### src/rtl/wb_seq_pkg.sv
// Shared opcodes, FSM states and command-word layout for the Wishbone sequencing master.
// Command word is packed as {op, adr, dat, msk} with msk in the low bits.
package wb_seq_pkg;

  localparam int unsigned OP_W  = 2;
  localparam int unsigned DLY_W = 16;

  localparam logic [OP_W-1:0] OP_WRITE = 2'd0;
  localparam logic [OP_W-1:0] OP_READ  = 2'd1;
  localparam logic [OP_W-1:0] OP_POLL  = 2'd2;
  localparam logic [OP_W-1:0] OP_DELAY = 2'd3;

  typedef enum logic [1:0] {
    IDLE  = 2'd0,
    ISSUE = 2'd1,
    GAP   = 2'd2,
    DLY   = 2'd3
  } state_e;

  function automatic int unsigned cmd_w(int unsigned aw, int unsigned dw);
    return OP_W + aw + 2 * dw;
  endfunction

  function automatic int unsigned msk_lsb();
    return 0;
  endfunction

  function automatic int unsigned dat_lsb(int unsigned dw);
    return dw;
  endfunction

  function automatic int unsigned adr_lsb(int unsigned dw);
    return 2 * dw;
  endfunction

  function automatic int unsigned op_lsb(int unsigned aw, int unsigned dw);
    return 2 * dw + aw;
  endfunction

endpackage

### src/rtl/wb_seq_fifo.sv
// Synchronous command FIFO; full/empty flags are registered alongside the occupancy count.
module wb_seq_fifo #(
  parameter int unsigned W     = 8,
  parameter int unsigned DEPTH = 8
) (
  input  logic         clk_i,
  input  logic         rst_i,
  input  logic         push_i,
  input  logic         pop_i,
  input  logic [W-1:0] wdata_i,
  output logic [W-1:0] rdata_o,
  output logic         full_o,
  output logic         empty_o
);

  localparam int unsigned PW   = $clog2(DEPTH);
  localparam int unsigned CNTW = $clog2(DEPTH + 1);

  logic [W-1:0]    mem_q [DEPTH];
  logic [PW-1:0]   wr_q, wr_d, rd_q, rd_d;
  logic [CNTW-1:0] cnt_q, cnt_d;
  logic            full_q, empty_q;
  logic            do_push, do_pop;

  // Pointers wrap naturally because DEPTH is a power of two.
  always_comb begin
    do_push = push_i & ~full_q;
    do_pop  = pop_i & ~empty_q;
    wr_d    = wr_q + PW'(do_push);
    rd_d    = rd_q + PW'(do_pop);
    cnt_d   = cnt_q + CNTW'(do_push) - CNTW'(do_pop);
  end

  always_ff @(posedge clk_i) begin
    if (rst_i) begin
      wr_q    <= '0;
      rd_q    <= '0;
      cnt_q   <= '0;
      full_q  <= 1'b0;
      empty_q <= 1'b1;
    end else begin
      wr_q    <= wr_d;
      rd_q    <= rd_d;
      cnt_q   <= cnt_d;
      full_q  <= (cnt_d == CNTW'(DEPTH));
      empty_q <= (cnt_d == '0);
    end
  end

  always_ff @(posedge clk_i) begin
    if (do_push) mem_q[wr_q] <= wdata_i;
  end

  assign rdata_o = mem_q[rd_q];
  assign full_o  = full_q;
  assign empty_o = empty_q;

endmodule

### src/rtl/wb_seq_master.sv
// Command-driven single-beat Wishbone master: queued WRITE/READ/POLL/DELAY with one
// response per command, bus timeout and bounded poll retries.
module wb_seq_master
  import wb_seq_pkg::*;
#(
  parameter int unsigned AW       = 2,
  parameter int unsigned DW       = 32,
  parameter int unsigned DEPTH    = 8,
  parameter int unsigned TIMEOUT  = 64,
  parameter int unsigned POLL_MAX = 16
) (
  input  logic          clk_i,
  input  logic          rst_i,
  input  logic          cmd_valid_i,
  output logic          cmd_ready_o,
  input  logic [1:0]    cmd_op_i,
  input  logic [AW-1:0] cmd_adr_i,
  input  logic [DW-1:0] cmd_dat_i,
  input  logic [DW-1:0] cmd_msk_i,
  output logic          rsp_valid_o,
  output logic [DW-1:0] rsp_dat_o,
  output logic          rsp_err_o,
  output logic          busy_o,
  output logic          cyc_o,
  output logic          stb_o,
  output logic [AW-1:0] adr_o,
  output logic          wnr_o,
  output logic [DW-1:0] dat_o,
  input  logic [DW-1:0] dat_i,
  input  logic          ack_i
);

  localparam int unsigned CW  = cmd_w(AW, DW);
  localparam int unsigned TW  = $clog2(TIMEOUT + 1);
  localparam int unsigned AC  = $clog2(POLL_MAX + 1);
  localparam int unsigned MSK = msk_lsb();
  localparam int unsigned DAT = dat_lsb(DW);
  localparam int unsigned ADR = adr_lsb(DW);
  localparam int unsigned OPL = op_lsb(AW, DW);

  logic [CW-1:0]   push_word, head;
  logic            fifo_full, fifo_empty, push_c, pop_c;
  logic [OP_W-1:0] head_op;
  logic [AW-1:0]   head_adr;
  logic [DW-1:0]   head_dat, head_msk;

  state_e          state_q, state_d;
  logic [OP_W-1:0] op_q, op_d;
  logic [AW-1:0]   adr_q, adr_d;
  logic            wnr_q, wnr_d;
  logic [DW-1:0]   wdat_q, wdat_d;
  logic [DW-1:0]   dat_q, dat_d;
  logic [DW-1:0]   msk_q, msk_d;
  logic            stb_q, stb_d;
  logic [TW-1:0]   tmo_q, tmo_d, tmo_inc;
  logic [AC-1:0]   att_q, att_d, att_inc;
  logic [DLY_W-1:0] dly_q, dly_d;
  logic            rsp_valid_q, rsp_valid_d;
  logic [DW-1:0]   rsp_dat_q, rsp_dat_d;
  logic            rsp_err_q, rsp_err_d;
  logic            poll_miss;

  assign push_word = {cmd_op_i, cmd_adr_i, cmd_dat_i, cmd_msk_i};
  assign push_c    = cmd_valid_i & ~fifo_full;
  assign head_op   = head[OPL +: OP_W];
  assign head_adr  = head[ADR +: AW];
  assign head_dat  = head[DAT +: DW];
  assign head_msk  = head[MSK +: DW];

  wb_seq_fifo #(
    .W     (CW),
    .DEPTH (DEPTH)
  ) u_fifo (
    .clk_i   (clk_i),
    .rst_i   (rst_i),
    .push_i  (push_c),
    .pop_i   (pop_c),
    .wdata_i (push_word),
    .rdata_o (head),
    .full_o  (fifo_full),
    .empty_o (fifo_empty)
  );

  assign tmo_inc   = tmo_q + TW'(1);
  assign att_inc   = att_q + AC'(1);
  assign poll_miss = (op_q == OP_POLL) && (((dat_i ^ dat_q) & msk_q) != '0);

  // Next-state and bus/response outputs; ack wins over a same-cycle timeout.
  always_comb begin
    state_d     = state_q;
    op_d        = op_q;
    adr_d       = adr_q;
    wnr_d       = wnr_q;
    wdat_d      = wdat_q;
    dat_d       = dat_q;
    msk_d       = msk_q;
    stb_d       = stb_q;
    tmo_d       = tmo_q;
    att_d       = att_q;
    dly_d       = dly_q;
    rsp_valid_d = 1'b0;
    rsp_dat_d   = '0;
    rsp_err_d   = 1'b0;
    pop_c       = 1'b0;
    case (state_q)
      IDLE: begin
        if (!fifo_empty) begin
          pop_c  = 1'b1;
          op_d   = head_op;
          adr_d  = head_adr;
          wnr_d  = (head_op == OP_WRITE);
          wdat_d = (head_op == OP_WRITE) ? head_dat : '0;
          dat_d  = head_dat;
          msk_d  = head_msk;
          tmo_d  = '0;
          att_d  = '0;
          if (head_op == OP_DELAY) begin
            state_d = DLY;
            dly_d   = DLY_W'(head_dat);
          end else begin
            state_d = ISSUE;
            stb_d   = 1'b1;
          end
        end
      end
      ISSUE: begin
        if (stb_q && ack_i) begin
          stb_d = 1'b0;
          if (poll_miss) begin
            att_d = att_inc;
            if (att_inc < AC'(POLL_MAX)) begin
              state_d = GAP;
            end else begin
              state_d     = IDLE;
              rsp_valid_d = 1'b1;
              rsp_dat_d   = dat_i;
              rsp_err_d   = 1'b1;
            end
          end else begin
            state_d     = IDLE;
            rsp_valid_d = 1'b1;
            rsp_dat_d   = (op_q == OP_WRITE) ? '0 : dat_i;
          end
        end else begin
          tmo_d = tmo_inc;
          if (tmo_inc == TW'(TIMEOUT)) begin
            stb_d       = 1'b0;
            state_d     = IDLE;
            rsp_valid_d = 1'b1;
            rsp_err_d   = 1'b1;
          end
        end
      end
      GAP: begin
        stb_d   = 1'b1;
        tmo_d   = '0;
        state_d = ISSUE;
      end
      DLY: begin
        if (dly_q == '0) begin
          state_d     = IDLE;
          rsp_valid_d = 1'b1;
        end else begin
          dly_d = dly_q - DLY_W'(1);
        end
      end
      default: state_d = IDLE;
    endcase
  end

  always_ff @(posedge clk_i) begin
    if (rst_i) begin
      state_q     <= IDLE;
      op_q        <= '0;
      adr_q       <= '0;
      wnr_q       <= 1'b0;
      wdat_q      <= '0;
      dat_q       <= '0;
      msk_q       <= '0;
      stb_q       <= 1'b0;
      tmo_q       <= '0;
      att_q       <= '0;
      dly_q       <= '0;
      rsp_valid_q <= 1'b0;
      rsp_dat_q   <= '0;
      rsp_err_q   <= 1'b0;
    end else begin
      state_q     <= state_d;
      op_q        <= op_d;
      adr_q       <= adr_d;
      wnr_q       <= wnr_d;
      wdat_q      <= wdat_d;
      dat_q       <= dat_d;
      msk_q       <= msk_d;
      stb_q       <= stb_d;
      tmo_q       <= tmo_d;
      att_q       <= att_d;
      dly_q       <= dly_d;
      rsp_valid_q <= rsp_valid_d;
      rsp_dat_q   <= rsp_dat_d;
      rsp_err_q   <= rsp_err_d;
    end
  end

  assign cmd_ready_o = ~fifo_full;
  assign busy_o      = (state_q != IDLE) | ~fifo_empty;
  assign stb_o       = stb_q;
  assign cyc_o       = stb_q;
  assign adr_o       = adr_q;
  assign wnr_o       = wnr_q;
  assign dat_o       = wdat_q;
  assign rsp_valid_o = rsp_valid_q;
  assign rsp_dat_o   = rsp_dat_q;
  assign rsp_err_o   = rsp_err_q;

endmodule

### config.mk
export PLATFORM = sky130hd
export DESIGN_NAME = wb_seq_master
export DESIGN_NICKNAME = d
export VERILOG_FILES = /design/src/rtl/wb_seq_pkg.sv /design/src/rtl/wb_seq_fifo.sv /design/src/rtl/wb_seq_master.sv
export SDC_FILE = /design/constraint.sdc
export NUM_CORES = 1
export LEC_CHECK = 0
export CORE_MARGIN = 2
export CORE_UTILIZATION = 53
export DETAILED_ROUTE_END_ITERATION = 8
export GPL_TIMING_DRIVEN = 0
export PLACE_DENSITY = 0.75
export SYNTH_ARGS = -nofsm -noshare
export SYNTH_HDL_FRONTEND = slang
export SYNTH_SLANG_ARGS = --single-unit
### constraint.sdc
create_clock -name clk_i -period 6.5 [get_ports clk_i]
set_input_delay 0.65 -clock clk_i [delete_from_list [all_inputs] [get_ports clk_i]]
set_output_delay 0.65 -clock clk_i [all_outputs]
set_load 0.05 [all_outputs]
; ---- After elaboration in Yosys (flattened, before gate mapping)
; Memories as Yosys holds them, arrays and structs flattened. A register that Yosys moved wholly into a read port is not among the register bits.
; Index checks and enable logic that the tools add are counted.
[word_totals]
register_bits = 178
ram_bits = 544
input_bits = 104
out_inout_bits = 73
wordCells = 115
n_memories = 1
[memory_table]
columns = memory, depth, width, read_ports, rd_clocked_by_memory_dff, write_ports, line_no
row1 = u_fifo.mem_q, 8, 68, 1, 1, 1, wb_seq_fifo.sv:19  ; logic [W-1:0] mem_q [DEPTH];
[classes]
n_addsub = 7
magnitude_cmp = 1
eq_ne = 16
muxes = 41
n_bitwise = 10
reduce_logical = 20
[ops]
columns = cell, n
row1 = $mux 32, 4
row2 = $mux 16, 3
row3 = $and 32x32->32, 1
row4 = $pmux 16 s2, 1
row5 = $reduce_bool 32->1, 1
row6 = $xor 32x32->32, 1
row7 = $pmux 7 s3, 1
row8 = $logic_not 16->1, 1
row9 = $ne 2x2->1 const B, 8
row10 = $sub 16x1->16 const B, 1
row11 = $mux 1, 15
row12 = $mux 5, 3
row13 = $mux 2, 7
row14 = $mux 7, 2
row15 = $reduce_and 4->1, 3
row16 = $pmux 5 s2, 1
row17 = $eq 2x2->1 const B, 4
row18 = $pmux 2 s4, 1
row19 = $add 7x1->7 const B, 1
row20 = $eq 7x7->1 const B, 1
row21 = $add 3x1->3, 2
row22 = $logic_not 2->1, 3
row23 = $reduce_and 3->1, 2
row24 = $reduce_bool 2->1, 3
row25 = other kinds (19), 25

; ---- Depth between registers and ports, before layout
; Gate-level depths: netlist of the first run.
[logic_depth]
word_depth = 7
ltp_mapped = 13
mapped_depth_nobuf = 10

; ---- Cells and area by module
; From an unflattened synthesis of the first run, not the netlist that was laid out.
[unflattened]
cells_unflattened = 1605
area_unflattened_um2 = 27642.8
[modules_own_cells]
columns = module, instances, cells_each, area_each_um2, seq_area_each_um2
row1 = wb_seq_fifo, 1, 854, 21023.9, 16575.9
row2 = wb_seq_master, 1, 751, 6618.8, 3323.2

; ---- Least setup slack after synthesis of the first run
; No wires, ideal clock.
[synth_timing]
kind = input port to flip-flop
startpoint = input cmd_valid_i
endpoint = memory u_fifo.mem_q[0][0] (netlist bit) (enable)
setup_time_ps = 578
t_arrival_ps = 5639
t_required_ps = 5922
slack_ps = 283
stages = 3
n_path_buf = 0
path_cell_list = nor2b_1 nand2b_1 nor3_1
[synth_between]
elab_chain_cells = 4
[synth_lines]
columns = item, line_no
row1 = start: declaration, wb_seq_master.sv:14  ; input logic cmd_valid_i,
row2 = $and 1x1->1, wb_seq_master.sv:64  ; assign push_c = cmd_valid_i & ~fifo_full;
row3 = $and 1x1->1, wb_seq_fifo.sv:27  ; do_push = push_i & ~full_q;
row4 = $mux 1, wb_seq_fifo.sv:51  ; if (do_push) mem_q[wr_q] <= wdata_i;
row5 = $mux 1 (not written as such), wb_seq_fifo.sv:51
row6 = end: declaration, wb_seq_fifo.sv:19
; Every way passes these cells.

; ---- Final worst setup path of the first run
[layout_timing]
startpoint = register state_q[0]
endpoint = register u_fifo.empty_q, in the netlist u_fifo.empty_o
[layout_between]
elab_chain_cells = 5
[layout_lines]
columns = item, line_no
row1 = start: declaration, wb_seq_master.sv:47  ; state_e state_q, state_d;
row2 = start signal: assignment, wb_seq_master.sv:188  ; state_q <= state_d;
row3 = $logic_not 2->1, wb_seq_master.sv:105  ; case (state_q)
row4 = $mux 1, wb_seq_master.sv:105
row5 = via pop_c, wb_seq_master.sv:42  ; logic fifo_full, fifo_empty, push_c, pop_c;
row6 = $and 1x1->1, wb_seq_fifo.sv:28  ; do_pop = pop_i & ~empty_q;
row7 = $sub 4x1->4, wb_seq_fifo.sv:31  ; cnt_d = cnt_q + CNTW'(do_push) - CNTW'(do_pop);
row8 = $logic_not 4->1, wb_seq_fifo.sv:46  ; empty_q <= (cnt_d == '0);
row9 = end signal: assignment, wb_seq_fifo.sv:46
row10 = end: declaration, wb_seq_fifo.sv:22  ; logic full_q, empty_q;
; The timed path passes the listed nets, and every way through them passes these cells.
; A chain may end at the register's enable or synchronous reset.

==> flow_metrics.py, run 1 <==
metrics = {
    "yosys": {
        "synth_seq_cells": 722,
        "synth.avg_cell_area_sq_um": 17.11,
        "synthesis.area_sq_um": 27500,
        "syn_nets": 1723,
        "synth_compound_area_share_pct": 5.773,
        "synth_mux_area_share_pct": 13.82,
        "yosys_warnings": 0,
        "synth-edff-count": 544,
        "yosysUniqueCellTypes": 66,
        "synth_fa_ha_area_share_pct": 0.5732,
        "synth_top_family_by_area": "multiplexers",
        "syn_inst": 1607,
        "synth-xor-area-share_pct": 1.210,
        "async_reset_ff_share_pct": 0,
        "yosys.area_share.simple_pct": 4.599,
        "synth-seq-area-share_pct": 72.35,
        "ys.flop_type": "edfxtp_1",
    },
    "setup_path": {
        "slowest_delay_ns": 0.75,
        "critPathSlowestCell": "clkbuf_1",
        "worstPathRequired_ns": 6.99,
        "start_kind": "flop",
        "path_class": "flop to flop",
        "crit_path_end_kind": "flop",
        "cp_num_buf_inv": 6,
        "crit_chain": "buf_2 > or3_1 > clkinv_1 > clkbuf_1 > clkbuf_1 > ha_1 > inv_1 > ha_1 > inv_1 > fa_1 > xor2_1 > and3b_1 > o21a_1",
        "path_delay_family": "buffers and inverters",
        "cp_max_fo": 11,
        "cp_data_arrival_time_ns": 4.49,
    },
    "layout": {
        "fin_cells": 2629,
        "fill_cells": 3534,
        "area_growth_pct": 20.71,
        "nets": 2006,
        "layout-drive-gt1-share_pct": 17.76,
    },
    "timing": {
        "period_share_pct": 61.66,
        "setup_viol": 0,
        "clock_skew_ns": 0.02715,
        "timing.fmax_mhz": 249.5,
        "fin_crit_ns": 4.008,
        "holdWs_ns": 0.4505,
        "relSlewSlack_pct": 27.41,
        "rsz0062_at_grt": "no",
        "drv_slew": 0,
        "tightestPinTransition_ns": 1.089,
        "finalHoldViolations": 0,
    },
    "clock_tree": {
        "clock_path_buffers": 3,
        "htree_num_levels": 3,
        "ctsResizeCount": 0,
        "tritoncts": "built",
        "postCtsSetupRepairBufs": 0,
        "clkSinkCount": 722,
        "clock_latency_ns": 0.62,
        "cts.clk_slew.worst_paths_ns": 0.06,
        "holdBufCountCts": 0,
        "cts-root-buf": "clkbuf_16",
        "cts_buffers": 71,
    },
    "routing": {
        "ant_nets": 0,
        "dr.pass1.iters": 5,
        "routed_via_density": 6.048,
        "finalWirelength_mm": 68.01,
        "drc": 0,
        "via_count": 15899,
        "wl_per_cell_um": 25.87,
        "drtIter0Drc": 1677,
    },
    "global_routing": {
        "grtUsageTotal_pct": 25.70,
        "grt_pass1_wl_mm": 100.3,
        "grt_overflow": 0,
        "grt_antenna_before_repair": 3,
        "grt_max_degree": 27,
        "grt_pass1_vias": 15931,
    },
    "placed_design": {
        "dpl.cell_count": 2497,
        "gp_congestion": 0.8782,
        "dp_hpwl_mm": 46.49,
        "numPortBuffers": 175,
    },
    "die": {
        "die_h_um": 231.8,
        "die-area_sq_um": 53730,
        "core_sq_um": 51300,
        "fp-row-count": 83,
        "die_w_um": 231.8,
        "start_util_pct": 53.61,
        "num_io_pins": 177,
    },
    "pwr": {
        "p_leak_nw": 10.63,
        "powerDensity_nw_per_um2": 417.7,
        "totalPowerFinal_mw": 13.87,
        "vdd_drop_max_mv": 0.2293,
    },
    "job": {
        "max_cap_violations": 0,
    },
    "worst_hold_path": {
        "hold_class": "flop to flop",
    },
    "status": {
        "outcome": "complete, no violations",
    },
}
-- state kept, by name, indices dropped and copies added (netlist names) --
signal          count
adr_o               2
att_q               5
cyc_o               1
dat_o              32
dat_q              32
dly_q              16
msk_q              32
op_q                2
rsp_dat_o          32
rsp_err_o           1
rsp_valid_o         1
state_q             2
tmo_q               7
u_fifo.cnt_q        4
u_fifo.empty_o      1
u_fifo.full_o       1
u_fifo.mem_q      544
u_fifo.rd_q         3
u_fifo.wr_q         3
wnr_o               1
-- layout by cell type, fill, tap and decap left out, types with 60 or more instances in the layout --
cell | synthesis | layout
clkdlybuf4s50_1 | 0 | 175
a21oi_1 | 60 | 60
dfxtp_1 | 178 | 178
mux2i_1 | 68 | 68
mux4_2 | 136 | 136
clkbuf_16 | 0 | 75
clkbuf_1 | 54 | 66
a211oi_1 | 71 | 71
edfxtp_1 | 544 | 544
nand2_1 | 97 | 97
nor2_1 | 106 | 100
-- per-stage QoR --
| stage | TNS [ns] | utilization (%) | cell area (sq um) | worst slack, ns |
|---|---|---|---|---|
| after CTS | 0 | 64.70 | 33190 | 2.613 |
| final | 0 | 64.71 | 33200 | 2.492 |
| after global placement | -1289.36 | 58.68 | 30110 | -5.195 |
| after detailed placement | 0 | 60.01 | 30790 | 2.642 |
| after floorplan | 0 | - | 27500 | 0.2834 |
| after global routing | 0 | 64.71 | 33200 | 2.371 |
-- layout make-up --
type                       instances  area (sq um)  share of cell area [%]
clock buffer                      90          1963                   5.913
timing repair buffer             210          2380                   7.168
buffer                            92         400.4                   1.206
inverter                          16         60.06                  0.1809
clock inverter                    41         439.2                   1.323
antenna                            1         2.502                0.007538
multi-input combinational        777          7203                   21.70
tap                              680         850.8                   2.563
sequential                       722         19900                   59.94
-- per-layer routing --
| layer | part of all wire, % | global-route usage, % |
|---|---|---|
| met1 | 39 | 34.75 |
| met2 | 48 | 40.09 |
| met3 | 9.6 | 6.434 |
| met4 | 3.8 | 10.80 |
| met5 | 0.026 | 0 |
-- cells in the mapped netlist, types with 17 or more instances --
| master | n | area share, % |
|---|---|---|
| edfxtp_1 | 544 | 59 |
| dfxtp_1 | 178 | 13 |
| mux4_2 | 136 | 11 |
| nor2_1 | 106 | 1.4 |
| nand2_1 | 97 | 1.3 |
| a211oi_1 | 71 | 1.9 |
| mux2i_1 | 68 | 2.5 |
| a21oi_1 | 60 | 1.1 |
| clkbuf_1 | 54 | 0.74 |
| o21ai_0 | 47 | 0.86 |
| xor2_1 | 34 | 1.1 |
| buf_2 | 26 | 0.47 |
| a22oi_1 | 17 | 0.46 |
-- worst paths after layout --
check             startpoint        endpoint  slack (ns)  cells past startpoint
setup / recovery  state_q[0]  u_fifo.empty_o        2.49                     13
setup reg to reg  state_q[0]  u_fifo.empty_o        2.49                     13
hold reg to reg        wnr_o           wnr_o        0.45                      2
hold / removal         wnr_o           wnr_o        0.45                      2
-- report_power, final --
part           switching (mW)  leakage, nW  internal, mW
Combinational            2.29         3.06          1.45
Sequential              0.340         6.39          5.59
Clock                    1.73         1.18          2.47
-- cells by family (layout without fill, tap and decap cells) --
| family | Yosys count | in the layout |
|---|---|---|
| AO/OA/AOI/OAI | 240 | 240 |
| AND/OR/NAND/NOR | 280 | 280 |
| other | 0 | 1 |
| buffers and inverters | 108 | 449 |
| flip-flops | 722 | 722 |
| XOR/XNOR | 38 | 38 |
| adder cells (fa/ha/maj) | 12 | 12 |
| multiplexers | 207 | 207 |
-- tightest hold or removal path, delay by kind of cell (launching register included) --
| kind | cells | cell delay, ns |
|---|---|---|
| DFF | 1 | 0.31 |
| and+or+nand+nor | 2 | 0.10 |
Note: power is estimated with default switching activity, not from simulation.
==> run 2, diff against run 1 <==
- clock period: 6.5 -> 3.3 ns (I/O delays scaled with it)
==> run 2 against run 1 <==
- clock-buffer cell count unchanged
- clock skew down 0.010 ns
- total power up 96%
- core utilization down 0.12 points
- cell count down 0.27%
- flip-flop and latch count unchanged
- worst setup slack worse by 2.4 ns
==> flow_metrics.py, run 2 (synthesis gave the netlist of run 1 again) <==
metrics = {
    "clock_tree": {
        "clock_path_buffers": 3,
        "postCtsSetupRepairBufs": 0,
        "cts_buffers": 71,
        "tritoncts": "built",
        "clkSinkCount": 722,
        "cts-root-buf": "clkbuf_16",
        "holdBufCountCts": 0,
        "htree_num_levels": 3,
        "clock_latency_ns": 0.61,
        "cts.clk_slew.worst_paths_ns": 0.06,
    },
    "timing": {
        "timing.fmax_mhz": 313.2,
        "fin_crit_ns": 3.193,
        "clock_skew_ns": 0.01672,
        "tightestPinTransition_ns": 1.077,
        "rsz0062_at_grt": "no",
        "period_share_pct": 96.77,
        "setup_viol": 0,
        "holdWs_ns": 0.2763,
        "drv_slew": 0,
        "relSlewSlack_pct": 28.19,
        "finalHoldViolations": 0,
    },
    "pwr": {
        "vdd_drop_max_mv": 0.6161,
        "powerDensity_nw_per_um2": 820.5,
        "p_leak_nw": 10.56,
    },
    "routing": {
        "finalWirelength_mm": 67.93,
        "via_count": 15914,
        "routed_via_density": 6.069,
        "ant_nets": 0,
        "drtIter0Drc": 1779,
        "wl_per_cell_um": 25.91,
        "dr.pass1.iters": 8,
        "drc": 0,
    },
    "global_routing": {
        "grt_pass1_vias": 15989,
        "grtUsageTotal_pct": 25.71,
        "gr-usage-met3_pct": 5.833,
        "grt_antenna_before_repair": 2,
        "grtUsageMet2_pct": 40.49,
        "grt_overflow": 0,
        "grt_max_degree": 26,
        "busiest_layer": "met2",
        "grtUsageMet1_pct": 35.01,
        "grt_pass1_wl_mm": 100.6,
    },
    "setup_path": {
        "path_class": "flop to flop",
        "start_kind": "flop",
        "cp_max_fo": 16,
        "worstPathRequired_ns": 3.81,
        "crit_path_end_kind": "flop",
        "cp_data_arrival_time_ns": 3.70,
    },
    "worst_hold_path": {
        "hold_class": "primary input to flop",
    },
    "layout": {
        "layout-drive-gt1-share_pct": 16.96,
        "final_common_cell": "edfxtp_1",
        "nets": 1998,
        "final_cell_mix": "edfxtp_1 (544), dfxtp_1 (178), clkdlybuf4s50_1 (175)",
        "area_growth_pct": 20.48,
        "final_cell_area_sq_um": 33130,
        "largest_register": "u_fifo.mem_q",
        "largest_register_ffs": 544,
    },
    "placed_design": {
        "placed_cell_area_sq_um": 30800,
        "dp_hpwl_mm": 45.86,
        "numPortBuffers": 175,
        "gp_congestion": 0.9257,
    },
    "status": {
        "outcome": "complete, no violations",
    },
    "die": {
        "die_w_um": 231.8,
        "num_io_pins": 177,
        "core_sq_um": 51300,
        "die_h_um": 231.8,
        "die-area_sq_um": 53730,
        "start_util_pct": 53.61,
        "fp-row-count": 83,
    },
    "job": {
        "max_cap_violations": 0,
    },
}
-- run 2: cell count changes in the layout (fill, tap and decap cells not counted), sizes merged --
cell | before | now
bufinv | 8 | 6
buf | 73 | 66
clkbuf | 144 | 143
clkinvlp | 4 | 5
diode | 1 | 2
inv | 17 | 18
-- run 2: where the power goes --
group	total (mW)	leakage (nW)	switching, mW	internal [mW]
Clock	8.02	1.13	3.33	4.69
Combinational	7.47	3.04	4.58	2.89
Sequential	11.7	6.39	0.681	11.0
Total	27.2	10.6	8.59	18.6
-- run 2: final timing paths --
path         startpoint         endpoint  slack [ns]  depth (start not counted)
min reg2reg   dat_o[11]        dat_o[11]        0.45                          2
max reg2reg  state_q[0]   u_fifo.empty_o        0.11                         12
min               rst_i  u_fifo.cnt_q[3]        0.28                          3
max          state_q[0]   u_fifo.empty_o        0.11                         12
-- run 2: cell type report --
cell class	instances	area [sq um]
inverters	16	63.81
fillers	3513	18170
clock buffers	90	1963
repair buffers	203	2377
plain buffers	91	400.4
diodes	2	5.005
clock inverters	41	359.1
multi-input cells	777	7216
well taps	680	850.8
flip-flops and latches	722	19900
-- run 2: timing repair --
| action | CTS | global route |
|---|---|---|
| gates resized for setup | 2 | 1 |
| setup endpoints to repair | 5 | 2 |
| gates cloned | 0 | 0 |
-- run 2: metrics by stage --
| stage | setup slack [ns] | power, mW | setup TNS (ns) | utilization, % | instances |
|---|---|---|---|---|---|
| after floorplan | -0.7722 | 16.52 | -383.10 | - | 1607 |
| after global placement | -4.511 | 18.74 | -2358.73 | 58.70 | 2462 |
| after detailed placement | -0.5100 | 19.17 | -2.094 | 60.03 | 2490 |
| after CTS | 0.09671 | 27.21 | 0 | 64.56 | 2620 |
| after global routing | 0.004479 | 28.22 | 0 | 64.58 | 2621 |
| final | 0.1067 | 27.19 | 0 | 64.59 | 2622 |
-- run 2: per-layer routing --
layer | wire [um] | part of all wire (%) | vias to the layer above
met2 | 31920 | 47 | 808
met4 | 2429 | 3.6 | 2
met3 | 6367 | 9.4 | 142
li1 | - | - | 6874
met1 | 27200 | 40 | 8088
met5 | 13 | 0.019 | -
-- run 2: critical path: stages, from the launching register on --
cell and delay [ns]:
dfxtp_1 0.29, buf_2 0.18, or3_1 0.51, clkinvlp_4 0.31
clkbuf_4 0.35, ha_1 0.27, inv_1 0.06, ha_1 0.15
inv_1 0.06, fa_1 0.39, xor2_1 0.18, and3b_1 0.17
o21a_1 0.16
